File: config.mk
export PLATFORM = sky130hd
export DESIGN_NAME = dvi_timing_gen
export DESIGN_NICKNAME = d
export VERILOG_FILES = /design/src/rtl/dvi_timing_gen.sv
export SDC_FILE = /design/constraint.sdc
export NUM_CORES = 1
export LEC_CHECK = 0
export ABC_CLOCK_PERIOD_IN_PS = 1800
export CAP_MARGIN = 20
export CORE_ASPECT_RATIO = 0.7
export CORE_MARGIN = 5
export CORE_UTILIZATION = 45
export CTS_CLUSTER_SIZE = 14
export DETAILED_ROUTE_END_ITERATION = 10
export PLACE_DENSITY = 0.72
export SYNTH_ARGS = -nofsm -noshare
export SYNTH_HDL_FRONTEND = slang
export SYNTH_SLANG_ARGS = --single-unit
File: constraint.sdc
create_clock -name clk_i -period 1.8 [get_ports clk_i]
set_clock_uncertainty 0.1 [all_clocks]
set_input_delay 0.36 -clock clk_i [delete_from_list [all_inputs] [get_ports clk_i]]
set_output_delay 0.36 -clock clk_i [all_outputs]
set_load 0.03 [all_outputs]
File: src/rtl/dvi_timing_gen.sv
// DVI/VGA raster timing generator with a pixel-request lookahead port and
// built-in test patterns (colour bars, solid, gradient).
module dvi_timing_gen #(
  parameter int H_ACTIVE  = 640,
  parameter int H_FP      = 16,
  parameter int H_SYNC    = 96,
  parameter int H_BP      = 48,
  parameter int V_ACTIVE  = 480,
  parameter int V_FP      = 10,
  parameter int V_SYNC    = 2,
  parameter int V_BP      = 33,
  parameter int H_POL     = 0,
  parameter int V_POL     = 0,
  parameter int COLOR_W   = 8,
  parameter int X_POS_W   = 10,
  parameter int Y_POS_W   = 10,
  parameter int LOOKAHEAD = 2
) (
  input  logic                   clk_i,
  input  logic                   rst_i,
  input  logic                   en_i,
  input  logic [1:0]             pattern_sel_i,
  input  logic [3*COLOR_W-1:0]   solid_rgb_i,
  input  logic [COLOR_W-1:0]     red_i,
  input  logic [COLOR_W-1:0]     green_i,
  input  logic [COLOR_W-1:0]     blue_i,
  output logic [X_POS_W-1:0]     x_o,
  output logic [Y_POS_W-1:0]     y_o,
  output logic                   req_o,
  output logic                   line_start_o,
  output logic                   frame_start_o,
  output logic                   hsync_o,
  output logic                   vsync_o,
  output logic                   de_o,
  output logic [COLOR_W-1:0]     red_o,
  output logic [COLOR_W-1:0]     green_o,
  output logic [COLOR_W-1:0]     blue_o,
  output logic                   running_o
);

  localparam int H_TOTAL = H_ACTIVE + H_FP + H_SYNC + H_BP;
  localparam int V_TOTAL = V_ACTIVE + V_FP + V_SYNC + V_BP;
  localparam int HS_BEG  = H_ACTIVE + H_FP;
  localparam int HS_END  = HS_BEG + H_SYNC;
  localparam int VS_BEG  = V_ACTIVE + V_FP;
  localparam int VS_END  = VS_BEG + V_SYNC;
  localparam int BW      = H_ACTIVE / 8;
  localparam int XD      = (LOOKAHEAD == 0) ? 1 : LOOKAHEAD;
  localparam logic HP    = (H_POL != 0);
  localparam logic VP    = (V_POL != 0);

  if (H_TOTAL - 1 > 2 ** X_POS_W - 1) begin : g_err_h
    $error("H_TOTAL does not fit in X_POS_W");
  end
  if (V_TOTAL - 1 > 2 ** Y_POS_W - 1) begin : g_err_v
    $error("V_TOTAL does not fit in Y_POS_W");
  end
  if (H_ACTIVE < 8) begin : g_err_bars
    $error("H_ACTIVE must be at least 8");
  end
  if (LOOKAHEAD < 0 || LOOKAHEAD > 15) begin : g_err_la
    $error("LOOKAHEAD out of range 0..15");
  end

  typedef enum logic {IDLE = 1'b0, RUN = 1'b1} state_t;

  state_t               state_q, state_d;
  logic [X_POS_W-1:0]   h_q;
  logic [Y_POS_W-1:0]   v_q;
  logic [X_POS_W-1:0]   bar_pos_q;
  logic [2:0]           bar_idx_q;
  logic [1:0]           pat_q;
  logic                 running, h_last, v_last, frame_cycle;
  logic                 hs_raw, vs_raw, req;

  assign running     = (state_q == RUN);
  assign h_last      = (int'(h_q) == H_TOTAL - 1);
  assign v_last      = (int'(v_q) == V_TOTAL - 1);
  assign frame_cycle = (h_q == '0) && (v_q == '0);

  // A stop request is only honoured on the last pixel, so a frame always completes.
  always_comb begin
    state_d = state_q;
    case (state_q)
      IDLE:    if (en_i) state_d = RUN;
      RUN:     if (h_last && v_last && !en_i) state_d = IDLE;
      default: state_d = IDLE;
    endcase
  end

  always_ff @(posedge clk_i) begin
    if (rst_i) state_q <= IDLE;
    else       state_q <= state_d;
  end

  always_ff @(posedge clk_i) begin
    if (rst_i || !running) begin
      h_q       <= '0;
      v_q       <= '0;
      bar_pos_q <= '0;
      bar_idx_q <= '0;
    end else begin
      if (h_last) begin
        h_q <= '0;
        v_q <= v_last ? '0 : v_q + 1'b1;
      end else begin
        h_q <= h_q + 1'b1;
      end
      // Bar index stepped by a width counter; bar 7 (black) soaks up the remainder.
      if (h_last) begin
        bar_pos_q <= '0;
        bar_idx_q <= '0;
      end else if (int'(bar_pos_q) == BW - 1) begin
        bar_pos_q <= '0;
        if (bar_idx_q != 3'd7) bar_idx_q <= bar_idx_q + 3'd1;
      end else begin
        bar_pos_q <= bar_pos_q + 1'b1;
      end
    end
  end

  always_ff @(posedge clk_i) begin
    if (rst_i)            pat_q <= 2'd0;
    else if (frame_cycle) pat_q <= pattern_sel_i;
  end

  assign hs_raw = running && (int'(h_q) >= HS_BEG) && (int'(h_q) < HS_END);
  assign vs_raw = running && (int'(v_q) >= VS_BEG) && (int'(v_q) < VS_END);
  assign req    = running && (int'(h_q) < H_ACTIVE) && (int'(v_q) < V_ACTIVE);

  // req_o/x_o/y_o at cycle t pair with red_i/green_i/blue_i at t+LOOKAHEAD;
  // de_o and the pixel for that request appear together at t+LOOKAHEAD+1.
  logic [LOOKAHEAD:0]  hs_p, vs_p, de_p;
  logic [X_POS_W-1:0]  x_p   [XD];
  logic [Y_POS_W-1:0]  y_p   [XD];
  logic [2:0]          bar_p [XD];

  always_ff @(posedge clk_i) begin
    if (rst_i) begin
      hs_p <= '0;
      vs_p <= '0;
      de_p <= '0;
      for (int i = 0; i < XD; i++) begin
        x_p[i]   <= '0;
        y_p[i]   <= '0;
        bar_p[i] <= '0;
      end
    end else begin
      hs_p[0]  <= hs_raw;
      vs_p[0]  <= vs_raw;
      de_p[0]  <= req;
      x_p[0]   <= h_q;
      y_p[0]   <= v_q;
      bar_p[0] <= bar_idx_q;
      for (int i = 1; i <= LOOKAHEAD; i++) begin
        hs_p[i] <= hs_p[i-1];
        vs_p[i] <= vs_p[i-1];
        de_p[i] <= de_p[i-1];
      end
      for (int i = 1; i < XD; i++) begin
        x_p[i]   <= x_p[i-1];
        y_p[i]   <= y_p[i-1];
        bar_p[i] <= bar_p[i-1];
      end
    end
  end

  logic [X_POS_W-1:0] x_d;
  logic [Y_POS_W-1:0] y_d;
  logic [2:0]         bar_d;
  logic               de_d;
  logic [1:0]         pat_now;

  if (LOOKAHEAD == 0) begin : g_tap0
    assign x_d     = h_q;
    assign y_d     = v_q;
    assign bar_d   = bar_idx_q;
    assign de_d    = req;
    assign pat_now = frame_cycle ? pattern_sel_i : pat_q;
  end else begin : g_tapn
    assign x_d     = x_p[LOOKAHEAD-1];
    assign y_d     = y_p[LOOKAHEAD-1];
    assign bar_d   = bar_p[LOOKAHEAD-1];
    assign de_d    = de_p[LOOKAHEAD-1];
    assign pat_now = pat_q;
  end

  logic [COLOR_W-1:0] pix_r, pix_g, pix_b;

  always_comb begin
    pix_r = '0;
    pix_g = '0;
    pix_b = '0;
    case (pat_now)
      2'd0: begin
        pix_r = red_i;
        pix_g = green_i;
        pix_b = blue_i;
      end
      2'd1: begin
        // Bar order white..black maps to {r,g,b} = ~{idx[1], idx[2], idx[0]}.
        pix_r = {COLOR_W{~bar_d[1]}};
        pix_g = {COLOR_W{~bar_d[2]}};
        pix_b = {COLOR_W{~bar_d[0]}};
      end
      2'd2: {pix_r, pix_g, pix_b} = solid_rgb_i;
      default: begin
        pix_r = COLOR_W'(x_d);
        pix_g = COLOR_W'(y_d);
        pix_b = COLOR_W'(x_d) + COLOR_W'(y_d);
      end
    endcase
  end

  always_ff @(posedge clk_i) begin
    if (rst_i || !de_d) begin
      red_o   <= '0;
      green_o <= '0;
      blue_o  <= '0;
    end else begin
      red_o   <= pix_r;
      green_o <= pix_g;
      blue_o  <= pix_b;
    end
  end

  assign hsync_o       = hs_p[LOOKAHEAD] ? HP : ~HP;
  assign vsync_o       = vs_p[LOOKAHEAD] ? VP : ~VP;
  assign de_o          = de_p[LOOKAHEAD];
  assign x_o           = h_q;
  assign y_o           = v_q;
  assign req_o         = req;
  assign line_start_o  = running && (h_q == '0);
  assign frame_start_o = running && frame_cycle;
  assign running_o     = running;

endmodule

==> run_results.csv <==
group,metric,value,unit
outcome,violations,"negative setup slack",
synth,ys_seq_area_share,47.6,%
worst_setup_path,ff2ff_setup_slack,-0.09,ns
finish,num_antenna_cells,0,
clock_tree,cts-buffers-inserted,9,
pwr,p_per_area,772,nW/um^2
hold_path,hold_path.class,"flip-flop to flip-flop",
clock_tree,root_buffer,"clkbuf_16",
placed_design,place_hpwl,8.77,mm
clock_tree,holdBufCountCts,0,
pwr,p_leak,0.00284,uW
worst_setup_path,worst_setup_path_end_kind,"output pin",
worst_setup_path,required,1.34,ns
placed_design,gp_congestion,0.869,
synth,syn_area,4500,um^2
job,drv_cap,0,
synth,yosys.area.top_type,"dfxtp_1",
synth,async_flop_share,0,%
floorplanning,fp-row-count,30,
detailed_routing,via_per_inst,5.01,
synth,synth_nets,561,
synth,ys_warn_count,0,
synth,synth.top_cell.area_share,47.6,%
detailed_routing,vias,3839,
floorplanning,initial_core_util,46.3,%
floorplanning,die-area,12100,um^2
clock_tree,cts_sinks,107,
floorplanning,pin_count,104,
detailed_routing,drtIter0Drc,234,
floorplanning,die_h,93.7,um
clock_tree,clk_pin_slew,0.07,ns
timing,hold_viol,0,
timing,fin_setup_tns,-0.961,ns
finish,final_area,6460,um^2
clock_tree,cts_tree,"built",
detailed_routing,wirelength,11.9,mm
placed_design,dpl_cell_area,5950,um^2
clock_tree,clock_path_buffers,2,
worst_setup_path,worstPathMaxFanout,2,
detailed_routing,wl_per_cell,15.5,um
detailed_routing,drtPass1Iterations,5,
synth,ys_ff_latch,107,
floorplanning,die_w,130,um
worst_setup_path,crit_type,"flip-flop to output pin",
worst_setup_path,arrival,1.74,ns
timing,holdWs,0.336,ns
worst_setup_path,path_common_cell,"buf_6",
detailed_routing,drc,0,
placed_design,port_buffers,103,
timing,tightest_slew,0.503,ns
synth,netlist_top_cells_area,"dfxtp_1 (48%), nor2_1 (7.3%), nor2b_1 (5.6%)",
global_routing,overflow,0,
detailed_routing,ant_nets,0,
synth,synth_edf_count,0,
outcome,status,"finished, violations left",
finish,syn_to_final_growth,43.4,%
timing,slew_headroom,66.4,%
pwr,vdd.ir_drop.worst,0.000474,V
finish,layout-drive-gt1-share,22.2,%
global_routing,grt_start_max_net_pins,28,
clock_tree,worst_skew_pair.late_latency,0.35,ns
synth,postSynthCellCount,492,
synth,syn_avg_cell_area,9.16,um^2
timing,fin_ws,-0.399,ns
finish,fin_util,66.5,%
global_routing,grt_first_pass_wirelength,19.2,mm
placed_design,place_ws,-0.128,ns
synth,yosys.cell_types.count,53,
timing,rsz0062_at_grt,"yes",
global_routing,track_usage,19.9,%
timing,drv_slew,0,
worst_setup_path,cp_slowest_cell,"dfxtp_2",
worst_setup_path,crit_path_start_kind,"flip-flop",
synth,ys.flop_type,"dfxtp_1",
timing,period_needed,2.20,ns
floorplanning,coreArea,9720,um^2
finish,nNetsFinal,703,
worst_setup_path,slowest_delay,0.34,ns
worst_setup_path,worstPathCellList,"nor3_4, nand4b_1, nor3_1, nand2_1, buf_4, buf_6, inv_2, buf_6",
timing,finalSetupViolations,4,
global_routing,antenna_found_initial,0,
timing,min_period_over_period,122,%
timing,clock.fmax,455,MHz
clock_tree,cts_max_level,3,
global_routing,grt_pass1_vias,3800,
-- critical path, delay by kind of cell, from the launching register on --
family	cells	cell delay, ns
simple gates	4	0.63
buf+inv	4	0.41
flops	1	0.34
-- Yosys cell counts (4+ instances only) --
cell,instances
a21oi_1,26
and3_1,5
buf_2,7
clkbuf_1,15
dfxtp_1,107
ha_1,15
inv_1,19
mux2_2,17
mux2i_1,5
nand2_1,23
nand2b_1,4
nand3_1,9
nand4_1,6
nor2_1,88
nor2b_1,40
nor3_1,22
nor4_1,4
o21ai_0,7
xnor2_1,14
xor2_1,16
-- power by group --
part	internal [uW]	total (uW)	switching, uW
Combinational	285	538	253
Clock	1130	2040	905
Sequential	2390	2410	20.8
-- flip-flops by register name (all words and copies together), names as in the netlist, 3 cells and up --
name / cells
red_o: 8
hs_p: 3
x_p: 16
x_o: 10
green_o: 8
bar_idx_q: 3
bar_pos_q: 10
blue_o: 8
de_p: 3
y_o: 10
y_p: 16
bar_p: 6
vs_p: 3
-- routing by layer --
layer	vias to the layer above	global-route usage, %	wire length [um]	share of wire [%]
li1	1921	-	-	-
met2	120	30.8	5390	45
met5	-	0	0	0
met3	14	6.19	764	6.4
met4	0	4.33	116	0.97
met1	1784	27.3	5640	47
-- timing repair --
action	CTS	global route
cloned	1	0
setup buffers	5	8
setup endpoints to repair	52	33
gates resized for setup	65	35
pin swaps	8	11
-- layout make-up --
class,instances,area [um^2]
Fill cell,766,3260
Multi-Input combinational cell,342,2330
Sequential cell,107,2160
Timing Repair Buffer,155,1430
Clock buffer,10,239
Tap cell,128,160
Clock inverter,6,71.3
Inverter,19,71.3
-- placed cells by master, fill, tap and decap left out, drive strengths merged, types with 8 or more instances in the layout --
cell / synthesis / final
dfxtp: 107 / 107
nor2: 89 / 89
buf: 10 / 56
clkdlybuf4s50: 0 / 52
nor2b: 40 / 40
dlygate4sd2: 0 / 33
a21oi: 27 / 27
nand2: 23 / 23
nor3: 22 / 22
inv: 19 / 21
mux2: 17 / 17
xor2: 16 / 16
ha: 15 / 15
xnor2: 14 / 14
clkbuf: 15 / 11
o21ai: 9 / 10
nand3: 9 / 9
dlymetal6s2s: 0 / 8
-- path summary, 6_finish.rpt --
check | end | from | cells past startpoint
max | line_start_o | x_o[5]$_SDFF_PP0_ | 8
min | x_p[0][12]$_SDFF_PP0_ | x_p[0][2]$_SDFF_PP0_ | 1
max reg2reg | blue_o[4]$_SDFF_PP0_ | y_p[0][10]$_SDFF_PP0_ | 8
min reg2reg | x_p[0][12]$_SDFF_PP0_ | x_p[0][2]$_SDFF_PP0_ | 1
-- metrics by stage --
stage | power [uW] | cells
floorplan | 2740 | 492
global placement | 2980 | 740
detailed placement | 2990 | 740
finish | 4990 | 767
global route | 5170 | 767
CTS | 5020 | 762
-- cell families after synthesis --
logic type,synth area share [%]
multiplexers,5.86
flip-flops,47.6
buffers and inverters,4.03
AND/OR/NAND/NOR,24.4
adder cells (fa/ha/maj),4.61
XOR/XNOR,5.83
AO/OA/AOI/OAI,7.69
Note: power is estimated with default switching activity, not from simulation.
